$ cat config.mk
export PLATFORM = sky130hd
export DESIGN_NAME = ps2_kbd_rx
export DESIGN_NICKNAME = d
export VERILOG_FILES = /design/src/rtl/ps2_pkg.sv /design/src/rtl/ps2_clk_filter.sv /design/src/rtl/ps2_kbd_rx.sv
export SDC_FILE = /design/constraint.sdc
export NUM_CORES = 1
export LEC_CHECK = 0
export ABC_AREA = 1
export CORE_MARGIN = 3
export CORE_UTILIZATION = 51
export DETAILED_ROUTE_END_ITERATION = 16
export PLACE_DENSITY = 0.69
export SETUP_SLACK_MARGIN = 0.5
export SLEW_MARGIN = 25
export SYNTH_ARGS = -nofsm -noshare
export SYNTH_HDL_FRONTEND = slang
export SYNTH_HIERARCHICAL = 1
export SYNTH_SLANG_ARGS = --single-unit
$ cat constraint.sdc
create_clock -name clk -period 6 [get_ports clk]
set_input_delay 1.2 -clock clk [delete_from_list [all_inputs] [get_ports clk]]
set_output_delay 1.2 -clock clk [all_outputs]
set_load 0.01 [all_outputs]
$ cat src/rtl/ps2_pkg.sv
// Shared types and constants for the PS/2 keyboard receiver.
package ps2_pkg;

   // Frame deserialiser states.
   typedef enum logic [1:0] {
      IDLE  = 2'd0,
      SHIFT = 2'd1,
      CHECK = 2'd2
   } state_t;

   localparam logic [7:0] PS2_EXT_PREFIX = 8'hE0;
   localparam logic [7:0] PS2_BRK_PREFIX = 8'hF0;
   // Bits captured after the start bit: 8 data, parity, stop.
   localparam int         PS2_FRAME_BITS = 10;

   // One decoded key event as stored in the FIFO.
   typedef struct packed {
      logic [7:0] code;
      logic       ext;
      logic       rel;
   } ps2_event_t;

endpackage

$ cat src/rtl/ps2_clk_filter.sv
// Pin synchronisers plus a FILTER_LEN-deep glitch filter on ps2c.
// Emits a one-cycle strobe on each filtered falling edge of ps2c.
module ps2_clk_filter #(
   parameter int FILTER_LEN = 8
) (
   input  logic clk,
   input  logic reset,
   input  logic ps2c,
   input  logic ps2d,
   output logic strobe,
   output logic ps2d_sync
);

   logic [1:0]            c_sync;
   logic [1:0]            d_sync;
   logic [FILTER_LEN-1:0] c_hist;
   logic                  c_filt;

   // Two-flop synchronisers; reset to the idle-high bus level.
   // NOTE: sequential state uses non-blocking assignments so every flop samples pre-edge values.
   always_ff @(posedge clk) begin
      if (reset) begin
         c_sync <= 2'b11;
         d_sync <= 2'b11;
      end else begin
         c_sync <= {c_sync[0], ps2c};
         d_sync <= {d_sync[0], ps2d};
      end
   end

   assign ps2d_sync = d_sync[1];

   // Filtered clock flips only on a full run of equal samples; strobe marks 1->0.
   always_ff @(posedge clk) begin
      if (reset) begin
         c_hist <= '1;
         c_filt <= 1'b1;
         strobe <= 1'b0;
      end else begin
         c_hist <= {c_hist[FILTER_LEN-2:0], c_sync[1]};
         strobe <= 1'b0;
         if (&c_hist) begin
            c_filt <= 1'b1;
         end else if (c_hist == '0) begin
            c_filt <= 1'b0;
            strobe <= c_filt;
         end
      end
   end

endmodule

$ cat src/rtl/ps2_kbd_rx.sv
// PS/2 keyboard receiver: frame deserialiser, E0/F0 prefix folding and a
// first-word-fall-through event FIFO behind a valid/ready port.
// Optional frame watchdog enabled by defining PS2_RX_TIMEOUT_EN.
module ps2_kbd_rx
   import ps2_pkg::*;
#(
   parameter int FILTER_LEN     = 8,
   parameter int FIFO_DEPTH     = 4,
   parameter int TIMEOUT_CYCLES = 50000
) (
   input  logic                          clk,
   input  logic                          reset,
   input  logic                          ps2c,
   input  logic                          ps2d,
   output logic                          ev_valid,
   input  logic                          ev_ready,
   output logic [7:0]                    ev_code,
   output logic                          ev_ext,
   output logic                          ev_release,
   output logic                          frame_err,
   output logic                          overflow,
   output logic [$clog2(FIFO_DEPTH):0]   fifo_level
);

   localparam int AW = $clog2(FIFO_DEPTH);

   logic                      strobe;
   logic                      ps2d_s;
   state_t                    state, state_next;
   logic [3:0]                bit_cnt;
   logic [PS2_FRAME_BITS-1:0] shift_reg;
   logic                      frame_good, frame_bad, timeout;
   logic                      ext_pend, rel_pend;
   logic                      ev_push;
   ps2_event_t                push_ev;

   ps2_clk_filter #(.FILTER_LEN(FILTER_LEN)) u_filter (
      .clk       (clk),
      .reset     (reset),
      .ps2c      (ps2c),
      .ps2d      (ps2d),
      .strobe    (strobe),
      .ps2d_sync (ps2d_s)
   );

`ifdef PS2_RX_TIMEOUT_EN
   localparam int WDW = $clog2(TIMEOUT_CYCLES + 1);
   logic [WDW-1:0] wd_cnt;

   // Watchdog: counts cycles between strobes while a frame is in progress.
   always_ff @(posedge clk) begin
      if (reset || state != SHIFT || strobe) wd_cnt <= '0;
      else                                   wd_cnt <= wd_cnt + 1'b1;
   end

   assign timeout = (state == SHIFT) && !strobe && (wd_cnt == WDW'(TIMEOUT_CYCLES - 1));
`else
   assign timeout = 1'b0;
`endif

   // Frame FSM state register.
   always_ff @(posedge clk) begin
      if (reset) state <= IDLE;
      else       state <= state_next;
   end

   // Frame FSM next state and frame verdict.
   // NOTE: every output of this block is defaulted first so no latch is inferred.
   always_comb begin
      state_next = state;
      frame_good = 1'b0;
      frame_bad  = 1'b0;
      case (state)
         IDLE:    if (strobe && !ps2d_s) state_next = SHIFT;
         SHIFT: begin
            if (timeout)                        state_next = IDLE;
            else if (strobe && bit_cnt == 4'd1) state_next = CHECK;
         end
         CHECK: begin
            state_next = IDLE;
            if ((^shift_reg[8:0]) && shift_reg[9]) frame_good = 1'b1;
            else                                   frame_bad  = 1'b1;
         end
         default: state_next = IDLE;
      endcase
   end

   // Bit counter and LSB-first shift register.
   always_ff @(posedge clk) begin
      if (reset) begin
         bit_cnt   <= '0;
         shift_reg <= '0;
      end else if (state == IDLE && strobe) begin
         bit_cnt <= 4'(PS2_FRAME_BITS);
      end else if (state == SHIFT && strobe) begin
         shift_reg <= {ps2d_s, shift_reg[PS2_FRAME_BITS-1:1]};
         bit_cnt   <= bit_cnt - 4'd1;
      end
   end

   // Prefix decoder: non-prefix good bytes become events.
   always_comb begin
      push_ev = '{code: shift_reg[7:0], ext: ext_pend, rel: rel_pend};
      ev_push = frame_good && (shift_reg[7:0] != PS2_EXT_PREFIX) &&
                (shift_reg[7:0] != PS2_BRK_PREFIX);
   end

   // Pending prefix flags; cleared by any event, bad frame or watchdog expiry.
   always_ff @(posedge clk) begin
      if (reset || frame_bad || timeout || ev_push) begin
         ext_pend <= 1'b0;
         rel_pend <= 1'b0;
      end else if (frame_good) begin
         if (shift_reg[7:0] == PS2_EXT_PREFIX) ext_pend <= 1'b1;
         if (shift_reg[7:0] == PS2_BRK_PREFIX) rel_pend <= 1'b1;
      end
   end

   // ---------------- Event FIFO ----------------
   ps2_event_t    mem [FIFO_DEPTH];
   ps2_event_t    head;
   logic [AW-1:0] wr_ptr, rd_ptr, rd_next;
   logic [AW:0]   level, level_next;
   logic          pop, full, accept;

   assign ev_valid = (level != '0);
   assign pop      = ev_valid && ev_ready;
   assign full     = (level == (AW+1)'(FIFO_DEPTH));
   assign accept   = ev_push && (!full || pop);

   // FIFO pointer/level look-ahead used to preload the head register.
   always_comb begin
      rd_next    = pop ? rd_ptr + 1'b1 : rd_ptr;
      level_next = level + (AW+1)'(accept) - (AW+1)'(pop);
   end

   // Storage array write port.
   // NOTE: the array is not reset; nothing reads an entry before it is written.
   always_ff @(posedge clk) begin
      if (accept) mem[wr_ptr] <= push_ev;
   end

   // Pointers, level, head register and status pulses.
   always_ff @(posedge clk) begin
      if (reset) begin
         wr_ptr    <= '0;
         rd_ptr    <= '0;
         level     <= '0;
         head      <= '0;
         frame_err <= 1'b0;
         overflow  <= 1'b0;
      end else begin
         if (accept) wr_ptr <= wr_ptr + 1'b1;
         rd_ptr    <= rd_next;
         level     <= level_next;
         frame_err <= frame_bad || timeout;
         overflow  <= ev_push && !accept;
         // Head holds its last value once the FIFO runs empty.
         if (level_next != '0)
            head <= (accept && rd_next == wr_ptr) ? push_ev : mem[rd_next];
      end
   end

   assign ev_code    = head.code;
   assign ev_ext     = head.ext;
   assign ev_release = head.rel;
   assign fifo_level = level;

endmodule
==> results of run 1 <==
cell usage after synthesis (all sizes together):
cell,number,area share [%]
nand2,79,7.8
inv,78,7.3
dfxtp,51,25
nor2,48,4.9
o21ai,45,5.6
edfxtp,40,30
nand3,32,4.4
a21oi,14,1.7
ha,13,4.0
or2,13,2.0
buf,11,1.9
o211ai,8,2.4
clkbuf,3,0.28
nand4,3,0.62
nor3,3,0.37
xor2,3,0.65
a221oi,1,0.22
clkinv,1,0.093
fa,1,0.50
cells by family after synthesis:
| kind of cell | count (synthesis) | share of synthesized area (%) |
|---|---|---|
| adder cells (fa/ha/maj) | 14 | 4.54 |
| AO/OA/AOI/OAI | 68 | 9.92 |
| flip-flops | 91 | 55.2 |
| AND/OR/NAND/NOR | 178 | 20.1 |
| XOR/XNOR | 3 | 0.653 |
| buffers and inverters | 93 | 9.55 |
power groups by stage:
stage | registers, mW | logic (mW) | clock network (mW)
2_1_floorplan | 0.742 | 0.521 | 0
3_3_place_gp | 0.734 | 0.677 | 0
3_5_place_dp | 0.733 | 0.697 | 0
4_1_cts | 0.720 | 0.699 | 0.406
5_1_grt | 0.724 | 0.791 | 0.425
6_report | 0.718 | 0.692 | 0.398
metal layers:
metal / GRT usage [%] / vias up / wire length [um]
met2: 28.6 / 32 / 3530
met3: 3.03 / 11 / 232
met4: 7.57 / 0 / 129
met5: 0 / - / 0
met1: 24.9 / 1269 / 3580
li1: - / 1471 / -
final cells by class:
cell class              instances  area, um2  area share, %
repair buffers                 21        208           4.66
flip-flops and latches         91       2220           49.9
clock inverters                 5       53.8           1.21
well taps                      99        124           2.78
multi-input cells             263       1420           31.9
clock buffers                  11        131           2.95
inverters                      79        297           6.66
how the worst max path moves through the flow:
stage	from	to	slack [ns]	cells past startpoint
global route	shift_reg[1]	ev_code[6]	1.02	21
finish	ev_ready	ev_code[6]	1.53	14
CTS	shift_reg[4]	ev_code[6]	1.53	18
floorplan	ev_ready	ev_code[0]	2.81	14
global placement	ev_ready	ev_code[4]	1.31	14
detailed placement	ev_ready	ev_code[7]	1.18	14
metrics by stage:
stage          utilization (%)  instances  power (mW)  hold slack [ns]  cell area, um2
6_report                  59.8        569        1.81            0.416            4450
5_1_grt                   59.8        569        1.94            0.427            4450
4_1_cts                   59.8        569        1.82            0.419            4450
3_5_place_dp              57.3        553        1.43            0.397            4270
3_3_place_gp              57.3        553        1.41            0.396            4270
2_1_floorplan                -        447        1.26            0.383            4020
worst register-to-register path, delay by kind of cell, from the launching register on:
family | cells | cell delay [ns]
fa+ha+maj | 4 | 1.20
xor+xnor | 2 | 0.43
simple gates | 6 | 1.41
compound gates | 1 | 0.41
flops | 1 | 0.46
buf+inv | 5 | 0.44
==> out/metrics.csv, run 1 <==
stage;metric;value;unit
logic_synthesis;register area share after synthesis;55.2;%
power_and_ir_drop;Sw Share;37.5;%
worst_setup_path;CP max stage delay;0.55;ns
timing;period utilization;74.5;%
worst_setup_path;Crit. End Element;register;
grt;initial antenna violation count;0;
floorplanning;Starting Density;54.0;%
worst_setup_path;crit-path max FO;20;
grt;vias in the first global route;2667;
power_and_ir_drop;combinational share of power;38.2;%
logic_synthesis;distinct cell type count after synthesis;33;
timing;Worst Tran Pin Value;0.988;ns
place;GP Congestion;0.752;
routing;initial drt markers;141;
floorplanning;Die Span Y;94.8;um
logic_synthesis;Syn Nets;466;
routing;Routed WL per cell;13.1;um
timing;Final Setup Violations;0;
power_and_ir_drop;Net Sw Power;0.678;mW
clocking;clk slew on worst S/H paths;0.08;ns
clocking;worst-skew pair later-pin latency;0.35;ns
logic_synthesis;mapped cell area;0.00402;mm2
hold_path;Min-Delay Path Class;register to register;
worst_setup_path;Req. time, crit path;6.26;ns
routing;# DRC;0;
floorplanning;chip width;94.8;um
power_and_ir_drop;Max VDD drop;230;uV
power_and_ir_drop;P_leak;1.88;nW
place;worst slack, placed;1.18;ns
timing;FMAX;0.224;GHz
timing;RSZ-0062 raised after global routing;false;
final_layout;Syn-to-layout area delta;10.7;%
worst_setup_path;WS Path Type;primary input to register;
worst_setup_path;worst reg2reg path startpoint;shift_reg[4];
floorplanning;Die ar.;0.00899;mm2
routing;via count;2783;
worst_setup_path;R2R depth;18;
floorplanning;number of top-level pins;21;
grt;largest net degree at the start of global routing;32;
worst_setup_path;Worst Setup Start Kind;primary input;
place;Post-DP HPWL;5220;um
timing;Tmin final;4.47;ns
clocking;Clock Tree Root;clkbuf_8;
clocking;H-tree depth;3;
timing;final worst slack;1.53;ns
clocking;CTS tree;done;
final_layout;fraction of layout cells with a size suffix above 1;10.2;%
timing;Sum Neg Setup Slack;0;ns
logic_synthesis;Synth Register Bits;91;
routing;Routed Antenna Nets;0;
routing;drt via density;4.89;
routing;DRT Wirelength;7470;um
clocking;clk sinks;91;
clocking;post_cts resized;0;
status;status;completed;
power_and_ir_drop;sequential share of power;39.7;%
hold_path;hold path depth;1;
grt;GRT Residual Overflow;0;
hold_path;hold endpoint;u_filter/d_sync[1];
final_layout;most frequent cells in the layout;nand2_1 (74), inv_1 (69), dfxtp_1 (51), nor2_1 (43), edfxtp_1 (40);
final_layout;Ant. Diodes;0;
power_and_ir_drop;Clk pwr share;22.0;%
final_layout;max reg flops;40;
worst_setup_path;Reg-to-Reg End;ev_code[6];
worst_setup_path;Slowest cell on crit path;clkdlybuf4s50_1;
grt;Total GRT Usage;18.2;%
place;port bufs;20;
hold_path;min-delay src;u_filter/d_sync[0];
final_layout;fillcell total;675;
timing;Hold Fails Final Rpt;0;
grt;first-pass GRT wire length;12500;um
final_layout;nets;484;
worst_setup_path;reg2reg setup slack;1.54;ns
worst_setup_path;Worst Path Arrival;4.73;ns
clocking;maximum buffer depth of the clock tree;2;
final_layout;most common cell after layout, fill and taps aside;nand2_1;
clocking;CTS Buf Count;9;
clocking;hold buffers post-CTS;0;
power_and_ir_drop;Power Density;406;mW/mm2
logic_synthesis;Mapped Cells;447;
flow_run;max-cap check violation count;0;
timing;Slew headroom;33.9;%
logic_synthesis;Synth Area per Inst;9.00;um2
timing;final setup skew;0.00521;ns
clocking;setup bufs post-CTS;0;
logic_synthesis;Yosys warnings;6;
floorplanning;row count;31;
power_and_ir_drop;total internal power;1.13;mW
floorplanning;Core Region;0.00745;mm2
worst_setup_path;Cell Chain, Critical Path;clkdlybuf4s50_1 > nor3_1 > nor2_1 > inv_2 > ha_1 > inv_1 > ha_1 > fa_1 > xor2_1 > nand3_1 > o21ai_0 > inv_2 > nand2_1 > inv_1;
worst_setup_path;Crit path buffers/inverters;5;
timing;Pins Over Slew Limit;0;
worst_setup_path;cell family with most CP delay;simple AND/OR/NAND/NOR gates;
routing;DR pass1 iterations;4;
(Power assumes the default switching activity.)
==> run 2, diff against run 1 <==
==> constraint.sdc (replaced) <==
create_clock -name clk -period 4.14 [get_ports clk]
set_input_delay 0.828 -clock clk [delete_from_list [all_inputs] [get_ports clk]]
set_output_delay 0.828 -clock clk [all_outputs]
set_load 0.01 [all_outputs]
==> run 2 against run 1 <==
Global-route usage is 0.76 points higher. Die area unchanged. Worst setup slack got worse by 0.82 ns. Combinational power increased by 73%. Core utilization rose by 2.0 points. Largest cell class unchanged. Largest power group is now combinational logic.
==> out/metrics.csv, run 2 (synthesized netlist as in run 1, its figures left out) <==
stage;metric;value;unit
status;status;completed;
timing;period utilization;82.9;%
timing;Slew headroom;52.8;%
worst_setup_path;worst reg2reg path startpoint;shift_reg[6];
floorplanning;Starting Density;54.0;%
final_layout;Final Instance Area;0.00460;mm2
worst_setup_path;Slowest cell on crit path;dfxtp_1;
timing;Worst Tran Pin Value;0.706;ns
worst_setup_path;Crit. End Element;register;
worst_setup_path;CP max stage delay;0.55;ns
clocking;H-tree depth;3;
routing;DR pass1 iterations;4;
timing;Hold Fails Final Rpt;0;
power_and_ir_drop;Sw Share;39.0;%
final_layout;Syn-to-layout area delta;14.4;%
final_layout;nets;493;
floorplanning;Die ar.;0.00899;mm2
final_layout;multi-input combinational cell area;0.00148;mm2
timing;RSZ-0062 raised after global routing;false;
clocking;Clock Tree Root;clkbuf_8;
clocking;worst-skew pair later-pin latency;0.36;ns
grt;initial antenna violation count;0;
routing;Routed WL per cell;13.7;um
floorplanning;row count;31;
timing;Pins Over Slew Limit;0;
routing;Routed Antenna Nets;0;
final_layout;Reg area;0.00223;mm2
grt;vias in the first global route;2692;
power_and_ir_drop;P_leak;1.94;nW
power_and_ir_drop;sequential share of power;36.7;%
timing;Final Setup Violations;0;
worst_setup_path;Req. time, crit path;4.39;ns
clocking;clk slew on worst S/H paths;0.09;ns
final_layout;fillcell total;672;
grt;GRT Residual Overflow;0;
worst_setup_path;Most common cell on crit path;inv_1;
final_layout;most frequent cells in the layout;nand2_1 (74), inv_1 (69), dfxtp_1 (45), nor2_1 (43), edfxtp_1 (40);
place;Post-DP HPWL;5270;um
floorplanning;Die Span Y;94.8;um
hold_path;min-delay src;u_filter/d_sync[0];
clocking;maximum buffer depth of the clock tree;2;
place;GP Congestion;0.801;
worst_setup_path;crit path launch;shift_reg[6];
floorplanning;chip width;94.8;um
clocking;CTS Buf Count;9;
worst_setup_path;WS Path Type;register to register;
timing;FMAX;0.291;GHz
power_and_ir_drop;Net Sw Power;1.11;mW
hold_path;Min-Delay Path Class;register to register;
power_and_ir_drop;total internal power;1.73;mW
grt;Total GRT Usage;18.9;%
routing;# DRC;0;
final_layout;fraction of layout cells with a size suffix above 1;14.6;%
routing;initial drt markers;186;
worst_setup_path;Worst Path Arrival;3.68;ns
worst_setup_path;crit-path max FO;9;
power_and_ir_drop;Max VDD drop;303;uV
grt;largest net degree at the start of global routing;32;
worst_setup_path;Worst Setup Start Kind;register;
clocking;clk sinks;91;
worst_setup_path;Crit path buffers/inverters;5;
power_and_ir_drop;total power draw;2.84;mW
floorplanning;Core Region;0.00745;mm2
final_layout;Ant. Diodes;0;
final_layout;most common cell after layout, fill and taps aside;nand2_1;
flow_run;max-cap check violation count;0;
grt;first-pass GRT wire length;13000;um
place;dpl cells;560;
place;port bufs;20;
routing;drt via density;5.03;
timing;final setup skew;0.0132;ns
timing;Tmin final;3.43;ns
routing;DRT Wirelength;7920;um
floorplanning;number of top-level pins;21;
worst_setup_path;Cell Chain, Critical Path;ha_1 > xor2_1 > nand3_1 > nand2_2 > nand4_2 > nor2_4 > inv_2 > ha_1 > inv_1 > ha_1 > fa_2 > inv_1 > nand3_4 > o21ai_0 > inv_1 > nand2_1 > inv_1;
final_layout;Final Non-Filler Cells;578;
power_and_ir_drop;combinational share of power;42.2;%
place;Post-DP Area;0.00432;mm2
clocking;CTS tree;done;
power_and_ir_drop;Power Density;618;mW/mm2
routing;via count;2910;
power_and_ir_drop;Clk pwr share;21.1;%
worst_setup_path;cell family with most CP delay;adder cells;
final_layout;max reg flops;40;
timing;Sum Neg Setup Slack;0;ns
==> run 2: worst paths after layout <==
kind                   endpoint  slack (ns)  depth (start not counted)
max                  ev_code[2]        0.71                         17
min          u_filter/d_sync[1]        0.43                          1
max reg2reg          ev_code[2]        0.71                         17
min reg2reg  u_filter/d_sync[1]        0.43                          1
==> run 2: cell type report <==
cell class | instances | share of cell area [%]
clock buffers | 9 | 2.69
clock inverters | 7 | 1.69
inverters | 79 | 6.45
multi-input cells | 264 | 32.1
flip-flops and latches | 91 | 48.5
well taps | 99 | 2.69
repair buffers | 29 | 5.82
==> run 2: power by group through the flow <==
stage	Clock (mW)	Combinational [mW]	Sequential, mW
after global placement	0	1.02	1.06
after global routing	0.647	1.34	1.05
after floorplan	0	0.755	1.08
after detailed placement	0	1.04	1.06
after CTS	0.613	1.09	1.04
final	0.598	1.20	1.04
==> run 2: repair_timing <==
action                                 CTS  global route
setup buffers                            0             1
setup endpoints to repair               10            10
pin swaps                                0             2
gates resized for setup                  3            19
gates cloned                             0             1
hold buffers                             0             0
endpoints found under the hold margin    0             0
==> run 2: routing by layer <==
layer	vias up	track usage (%)	wire [um]
met1	1376	25.0	3690
met4	0	7.21	107
met5	-	0	0
met3	8	2.95	218
met2	38	31.3	3900
li1	1488	-	-
==> run 2: metrics by stage <==
| step | setup WS [ns] | util (%) | hold slack (ns) |
|---|---|---|---|
| final | 0.707 | 61.8 | 0.425 |
| after CTS | 0.520 | 61.0 | 0.424 |
| after global routing | 0.466 | 61.8 | 0.434 |
| after global placement | 0.346 | 58.0 | 0.398 |
| after detailed placement | 0.220 | 58.0 | 0.398 |
| after floorplan | 0.975 | - | 0.383 |
